`src/rtl/spi_slave_response_sequencer.sv`:
```
// spi_slave_response_sequencer
//   Transmit-side sequencer of the SD-style SPI slave command engine. Takes a
//   parsed command (index, argument, CRC verdict), decides the R1/R7 response
//   and, for a single-block read, streams data token, block payload fetched
//   from a byte memory port, and CRC16. Owns the block-length register.
//
//   Optional feature macro: SPI_RESP_CRC16_EN
//     defined   : CRC16-CCITT (0x1021, init 0, MSB first) over the payload
//     undefined : CRC bytes are sent as 0xFF, 0xFF and no CRC logic exists
//
//   Ports:
//     clock, reset        system clock, synchronous active-high reset
//     io_CommandValid     one-cycle pulse, command frame received
//     io_CommandCrcOk     CRC7 verdict (qualified by io_CommandValid)
//     io_Command          command index (qualified by io_CommandValid)
//     io_CommandArgument  command argument (qualified by io_CommandValid)
//     io_TxByte/Valid     byte offered to the shifter, held until io_TxReady
//     io_TxReady          shifter accepts byte when io_TxValid && io_TxReady
//     io_MemReq/Addr      one-cycle byte read request
//     io_MemData/Valid    read data, any latency >= 1
//     io_DataBlockSize    current block length
//     io_Busy             sequencer not idle
//     io_InIdle           card idle flag (R1 bit 0)
module spi_slave_response_sequencer #(
  parameter int unsigned NCR_BYTES     = 1,
  parameter int unsigned DEFAULT_BLOCK = 512,
  parameter int unsigned MAX_BLOCK     = 512
) (
  input  logic        clock,
  input  logic        reset,
  input  logic        io_CommandValid,
  input  logic        io_CommandCrcOk,
  input  logic [5:0]  io_Command,
  input  logic [31:0] io_CommandArgument,
  output logic [7:0]  io_TxByte,
  output logic        io_TxValid,
  input  logic        io_TxReady,
  output logic        io_MemReq,
  output logic [31:0] io_MemAddr,
  input  logic [7:0]  io_MemData,
  input  logic        io_MemValid,
  output logic [31:0] io_DataBlockSize,
  output logic        io_Busy,
  output logic        io_InIdle
);

  typedef enum logic [3:0] {
    S_IDLE, S_FILL, S_R1, S_R7, S_TOKEN, S_FETCH, S_DATA, S_CRC_HI, S_CRC_LO
  } state_t;

  state_t      state;
  logic        app_flag;
  logic [7:0]  r1_reg;
  logic        resp_r7;
  logic        resp_read;
  logic [31:0] arg_reg;
  logic [2:0]  cnt;
  logic [31:0] base_addr;
  logic [31:0] n;
  logic        req_sent;
  logic [7:0]  data_byte;

`ifdef SPI_RESP_CRC16_EN
  logic [15:0] crc;

  function automatic logic [15:0] crc16_byte(input logic [15:0] c, input logic [7:0] d);
    logic [15:0] r;
    logic [7:0]  s;
    r = c;
    s = d;
    for (int unsigned i = 0; i < 8; i++) begin
      if (r[15] ^ s[7]) r = {r[14:0], 1'b0} ^ 16'h1021;
      else              r = {r[14:0], 1'b0};
      s = {s[6:0], 1'b0};
    end
    return r;
  endfunction
`endif

  // Command decode, evaluated against the flags as they stand before this
  // command updates them.
  logic [7:0] base;
  logic [7:0] dec_r1;
  logic       dec_r7;
  logic       dec_read;
  logic       dec_idle;
  logic       dec_app;
  logic       dec_blk_load;
  logic       arg_ok;

  always_comb begin
    base         = {7'b0, io_InIdle};
    dec_r1       = base | 8'h04;
    dec_r7       = 1'b0;
    dec_read     = 1'b0;
    dec_idle     = io_InIdle;
    dec_app      = 1'b0;
    dec_blk_load = 1'b0;
    arg_ok       = (io_CommandArgument != '0) && (io_CommandArgument <= 32'(MAX_BLOCK));
    if (!io_CommandCrcOk) begin
      dec_r1  = base | 8'h08;
      dec_app = app_flag;
    end else begin
      case (io_Command)
        6'd0: begin
          dec_r1   = 8'h01;
          dec_idle = 1'b1;
        end
        6'd8: begin
          dec_r1 = base;
          dec_r7 = 1'b1;
        end
        6'd55: begin
          dec_r1  = base;
          dec_app = 1'b1;
        end
        6'd41: begin
          if (app_flag) begin
            dec_r1   = 8'h00;
            dec_idle = 1'b0;
          end
        end
        6'd16: begin
          if (arg_ok) begin
            dec_r1       = base;
            dec_blk_load = 1'b1;
          end else begin
            dec_r1 = base | 8'h40;
          end
        end
        6'd17: begin
          if (!io_InIdle) begin
            dec_r1   = 8'h00;
            dec_read = 1'b1;
          end else begin
            dec_r1 = 8'h05;
          end
        end
        default: ;
      endcase
    end
  end

  // Byte offered in each transmitting state.
  logic [7:0] tx_next;

  always_comb begin
    tx_next = 8'hFF;
    case (state)
      S_R1:    tx_next = r1_reg;
      S_R7: begin
        case (cnt[1:0])
          2'd2:    tx_next = 8'h01;
          2'd3:    tx_next = arg_reg[7:0];
          default: tx_next = 8'h00;
        endcase
      end
      S_TOKEN: tx_next = 8'hFE;
      S_DATA:  tx_next = data_byte;
`ifdef SPI_RESP_CRC16_EN
      S_CRC_HI: tx_next = crc[15:8];
      S_CRC_LO: tx_next = crc[7:0];
`endif
      default: tx_next = 8'hFF;
    endcase
  end

  assign io_Busy = (state != S_IDLE);

  always_ff @(posedge clock) begin
    if (reset) begin
      state            <= S_IDLE;
      io_TxValid       <= 1'b0;
      io_TxByte        <= 8'hFF;
      io_MemReq        <= 1'b0;
      io_MemAddr       <= '0;
      io_DataBlockSize <= 32'(DEFAULT_BLOCK);
      io_InIdle        <= 1'b1;
      app_flag         <= 1'b0;
      r1_reg           <= 8'hFF;
      resp_r7          <= 1'b0;
      resp_read        <= 1'b0;
      arg_reg          <= '0;
      cnt              <= '0;
      base_addr        <= '0;
      n                <= '0;
      req_sent         <= 1'b0;
      data_byte        <= 8'hFF;
`ifdef SPI_RESP_CRC16_EN
      crc              <= '0;
`endif
    end else begin
      io_MemReq <= 1'b0;
      case (state)
        S_IDLE: begin
          io_TxValid <= 1'b0;
          if (io_CommandValid) begin
            r1_reg    <= dec_r1;
            resp_r7   <= dec_r7;
            resp_read <= dec_read;
            arg_reg   <= io_CommandArgument;
            io_InIdle <= dec_idle;
            app_flag  <= dec_app;
            if (dec_blk_load) io_DataBlockSize <= io_CommandArgument;
            cnt       <= '0;
            state     <= S_FILL;
          end
        end
        S_FETCH: begin
          if (!req_sent) begin
            io_MemReq  <= 1'b1;
            io_MemAddr <= base_addr + n;
            req_sent   <= 1'b1;
          end else if (io_MemValid) begin
            data_byte <= io_MemData;
`ifdef SPI_RESP_CRC16_EN
            crc <= crc16_byte(crc, io_MemData);
`endif
            state <= S_DATA;
          end
        end
        default: begin
          // Load on one cycle, release on acceptance: a dead cycle between
          // bytes keeps each byte's value tied to the state that owns it.
          if (!io_TxValid) begin
            io_TxByte  <= tx_next;
            io_TxValid <= 1'b1;
          end else if (io_TxReady) begin
            io_TxValid <= 1'b0;
            case (state)
              S_FILL: begin
                if (cnt == 3'(NCR_BYTES - 1)) begin
                  cnt   <= '0;
                  state <= S_R1;
                end else begin
                  cnt <= cnt + 3'd1;
                end
              end
              S_R1: begin
                cnt <= '0;
                if (resp_r7)        state <= S_R7;
                else if (resp_read) state <= S_TOKEN;
                else                state <= S_IDLE;
              end
              S_R7: begin
                if (cnt == 3'd3) state <= S_IDLE;
                else             cnt   <= cnt + 3'd1;
              end
              S_TOKEN: begin
                base_addr <= arg_reg;
                n         <= '0;
                req_sent  <= 1'b0;
`ifdef SPI_RESP_CRC16_EN
                crc       <= '0;
`endif
                state     <= S_FETCH;
              end
              S_DATA: begin
                n <= n + 32'd1;
                if (n + 32'd1 == io_DataBlockSize) begin
                  state <= S_CRC_HI;
                end else begin
                  req_sent <= 1'b0;
                  state    <= S_FETCH;
                end
              end
              S_CRC_HI: state <= S_CRC_LO;
              default:  state <= S_IDLE;
            endcase
          end
        end
      endcase
    end
  end

endmodule

```
`config.mk`:
```
export PLATFORM = sky130hd
export DESIGN_NAME = spi_slave_response_sequencer
export DESIGN_NICKNAME = d
export VERILOG_FILES = /design/src/rtl/spi_slave_response_sequencer.sv
export SDC_FILE = /design/constraint.sdc
export NUM_CORES = 1
export LEC_CHECK = 0
export ABC_AREA = 1
export CORE_MARGIN = 1.5
export CORE_UTILIZATION = 40
export DETAILED_ROUTE_END_ITERATION = 10
export GPL_ROUTABILITY_DRIVEN = 0
export HOLD_SLACK_MARGIN = 0.12
export SYNTH_ARGS = -nofsm -noshare
export SYNTH_HDL_FRONTEND = slang
export SYNTH_SLANG_ARGS = --single-unit
export TNS_END_PERCENT = 20
```
`constraint.sdc`:
```
create_clock -name clock -period 2.8 [get_ports clock]
set_input_delay 0.28 -clock clock [delete_from_list [all_inputs] [get_ports clock]]
set_output_delay 0.28 -clock clock [all_outputs]
set_load 0.01 [all_outputs]
```
==> results.sh <==
export IMPL_synthCells=1576
export IMPL_vias_per_cell=5.14
export IMPL_synth_top_cell_by_area="dfxtp_1"
export IMPL_leakage_uw=0.00563
export IMPL_max_slew_margin=0.563
export IMPL_worst_path_max_delay_cell="nor3_1"
export IMPL_io_pin_count=128
export IMPL_min_to="data_byte[1]"
export IMPL_clk_pin_slew_ns=0.08
export IMPL_start_util=0.407
export IMPL_cts_resized_gates=0
export IMPL_die_width_um=166
export IMPL_slowest_delay_ns=0.45
export IMPL_port_buffers=127
export IMPL_critical_path_class="flop to flop"
export IMPL_clock_path_buffers=2
export IMPL_status="complete, no violations"
export IMPL_slew_violations=0
export IMPL_synth_cell_types=53
export IMPL_hold_viol=0
export IMPL_rrSetupSlack_ns=0.28
export IMPL_grt_pass1_wl_um=51700
export IMPL_antenna_found_initial=0
export IMPL_synth_area_per_cell_um2=6.72
export IMPL_worst_ep_arrival_time_ns=2.90
export IMPL_ys_seq_area_frac=0.368
export IMPL_cts_root_buffer="clkbuf_16"
export IMPL_dp_hpwl_um=25000
export IMPL_ys_async_sr_fraction=0
export IMPL_fin_skew_ns=0.0146
export IMPL_p_per_area_mw_per_mm2=569
export IMPL_nets=1778
export IMPL_cts_buffers_inserted=17
export IMPL_cap_violations=0
export IMPL_syn_area_mm2=0.0106
export IMPL_cts_tree="yes"
export IMPL_rows=59
export IMPL_netlist_top_cells_count="329 x nand2_1, 241 x nor2_1, 195 x dfxtp_1"
export IMPL_grt_use_total=0.235
export IMPL_first_pass_iters=5
export IMPL_num_vias=10477
export IMPL_ys_seq_elements=195
export IMPL_path_common_cell="nand2_1"
export IMPL_synth_fp_nets=1665
export IMPL_rr_worst_depth=14
export IMPL_finalSetupTns_ns=0
export IMPL_dpl_cell_area_mm2=0.0123
export IMPL_fillers=2659
export IMPL_synthToLayoutAreaGrowth_pct=21.7
export IMPL_endpoint_kind="flop"
export IMPL_yosys_warnings=0
export IMPL_worstHoldPathType="input port to flop"
export IMPL_drt_iter0_markers=779
export IMPL_hp_start="io_MemData[1]"
export IMPL_synth_edf_count=0
export IMPL_cts_num_sinks=195
export IMPL_crit_fanout=6
export IMPL_final_cell_area_mm2=0.0129
export IMPL_timing_rr_start="n[13]"
export IMPL_die_y_um=166
export IMPL_grt_max_degree=48
export IMPL_detail_route_antenna_nets=0
export IMPL_wl_per_cell_um=15.8
export IMPL_synth_flop_cell="dfxtp_1"
export IMPL_cts_hold_buf=0
export IMPL_critical_path_cell_chain="ha_1, nand2_1, inv_1, nand3_1, nor3_1, nand3_1, nand3_1, nand2_1, nand2_1, nand2_1, nand2_1, xor2_1, o21bai_1, inv_1"
export IMPL_ctsHtreeMaxLevel=4
export IMPL_post_synth_top_area_fraction=0.368
export IMPL_r2r_end="io_MemAddr[26]"
export IMPL_worstPathRequired_ns=3.18
export IMPL_drc=0
export IMPL_num_antenna_cells=0
export IMPL_worstMarginPinSlew_ns=0.651
export IMPL_fin_crit_ns=2.52
export IMPL_setup_viol=0
export IMPL_dieArea_mm2=0.0275
export IMPL_hold_depth=3
export IMPL_fin_crit_sh=0.899
export IMPL_ir_drop_uv=417
export IMPL_overflow=0
export IMPL_rsz0062_at_grt="no"
export IMPL_wl_um=32200
export IMPL_cts_setup_buffers=0
export IMPL_synth_most_common_cell="nand2_1"
export IMPL_cp_start_kind="flop"
export IMPL_clock_latency_ns=0.44
export IMPL_fmax_mhz=397
export IMPL_first_global_vias=9644
export IMPL_core_mm2=0.0261
export IMPL_drive_above_1_share=0.0488
export IMPL_synth_area_leaders="dfxtp_1 37%, nand2_1 12%, nor2_1 8.5%"
[stage by stage]
step | utilization | instances | power [µW] | hold slack [ns] | worst slack [ns]
after floorplan | - | 1576 | 4210 | 0.393 | 0.449
final | 0.495 | 2037 | 7340 | 0.397 | 0.283
after global routing | 0.495 | 2037 | 7730 | 0.415 | 0.0123
after detailed placement | 0.471 | 2005 | 4840 | 0.432 | 0.129
after CTS | 0.495 | 2037 | 7410 | 0.386 | 0.278
after global placement | 0.471 | 2005 | 4830 | 0.429 | 0.182
[power breakdown]
| part | internal (µW) | leakage, µW | switching [µW] |
|---|---|---|---|
| combinational | 600 | 0.00375 | 898 |
| clock | 1320 | 0.000300 | 1240 |
| sequential | 3090 | 0.00158 | 197 |
| total | 5000 | 0.00563 | 2340 |
[layout by cell type (no fill, tap or decap), types with 5 or more instances in the layout]
master,count
o221ai_1,7
o211ai_1,6
nor2_1,240
o21bai_1,18
buf_4,16
nor4_1,8
nor2_2,7
inv_1,183
xor2_1,22
a21oi_1,113
dfxtp_1,195
xnor2_1,10
clkbuf_16,17
o22ai_1,7
clkdlybuf4s50_1,126
nand3b_1,7
nand2_1,329
a21o_1,7
ha_1,35
nand4_1,11
o21a_1,7
nand3_1,107
clkinv_8,5
nor3_1,11
o21ai_0,142
[critical path: cells and delay by family (launching register included)]
family | cells | cell delay (ns)
xor+xnor | 1 | 0.15
fa+ha+maj | 1 | 0.40
compound gates | 1 | 0.07
simple gates | 9 | 1.25
flops | 1 | 0.42
buf+inv | 2 | 0.17
[layout make-up]
class / instances / area (µm²) / share of cell area
sequential: 195 / 3900 / 0.303
tap: 335 / 419 / 0.0325
clock buffer: 18 / 439 / 0.0341
clock inverter: 14 / 185 / 0.0144
multi-input combinational: 1140 / 5790 / 0.449
timing repair buffer: 146 / 1450 / 0.112
inverter: 189 / 711 / 0.0551
[worst max-delay path by stage]
| stage | startpoint | endpoint | cells after the start |
|---|---|---|---|
| CTS | n[1] | req_sent | 13 |
| detailed placement | io_CommandArgument[2] | io_DataBlockSize[0] | 10 |
| finish | n[13] | io_MemAddr[26] | 14 |
| global route | n[3] | req_sent | 16 |
| global placement | io_CommandArgument[2] | io_DataBlockSize[6] | 10 |
| floorplan | n[0] | io_MemAddr[8] | 11 |
[per-layer routing]
layer,global-route usage,part of all wire,vias up
met2,0.376,0.45,289
met1,0.321,0.47,4750
met5,0,0,-
li1,-,-,5376
met3,0.0338,0.051,62
met4,0.0917,0.031,0
[logic make-up after synthesis]
family	after synthesis	share of synthesized area
simple gates	740	0.296
compound gates	328	0.173
buf+inv	241	0.0861
flops	195	0.368
fa+ha+maj	37	0.0444
xor+xnor	35	0.0324
Note: power is estimated with default switching activity, not from simulation.
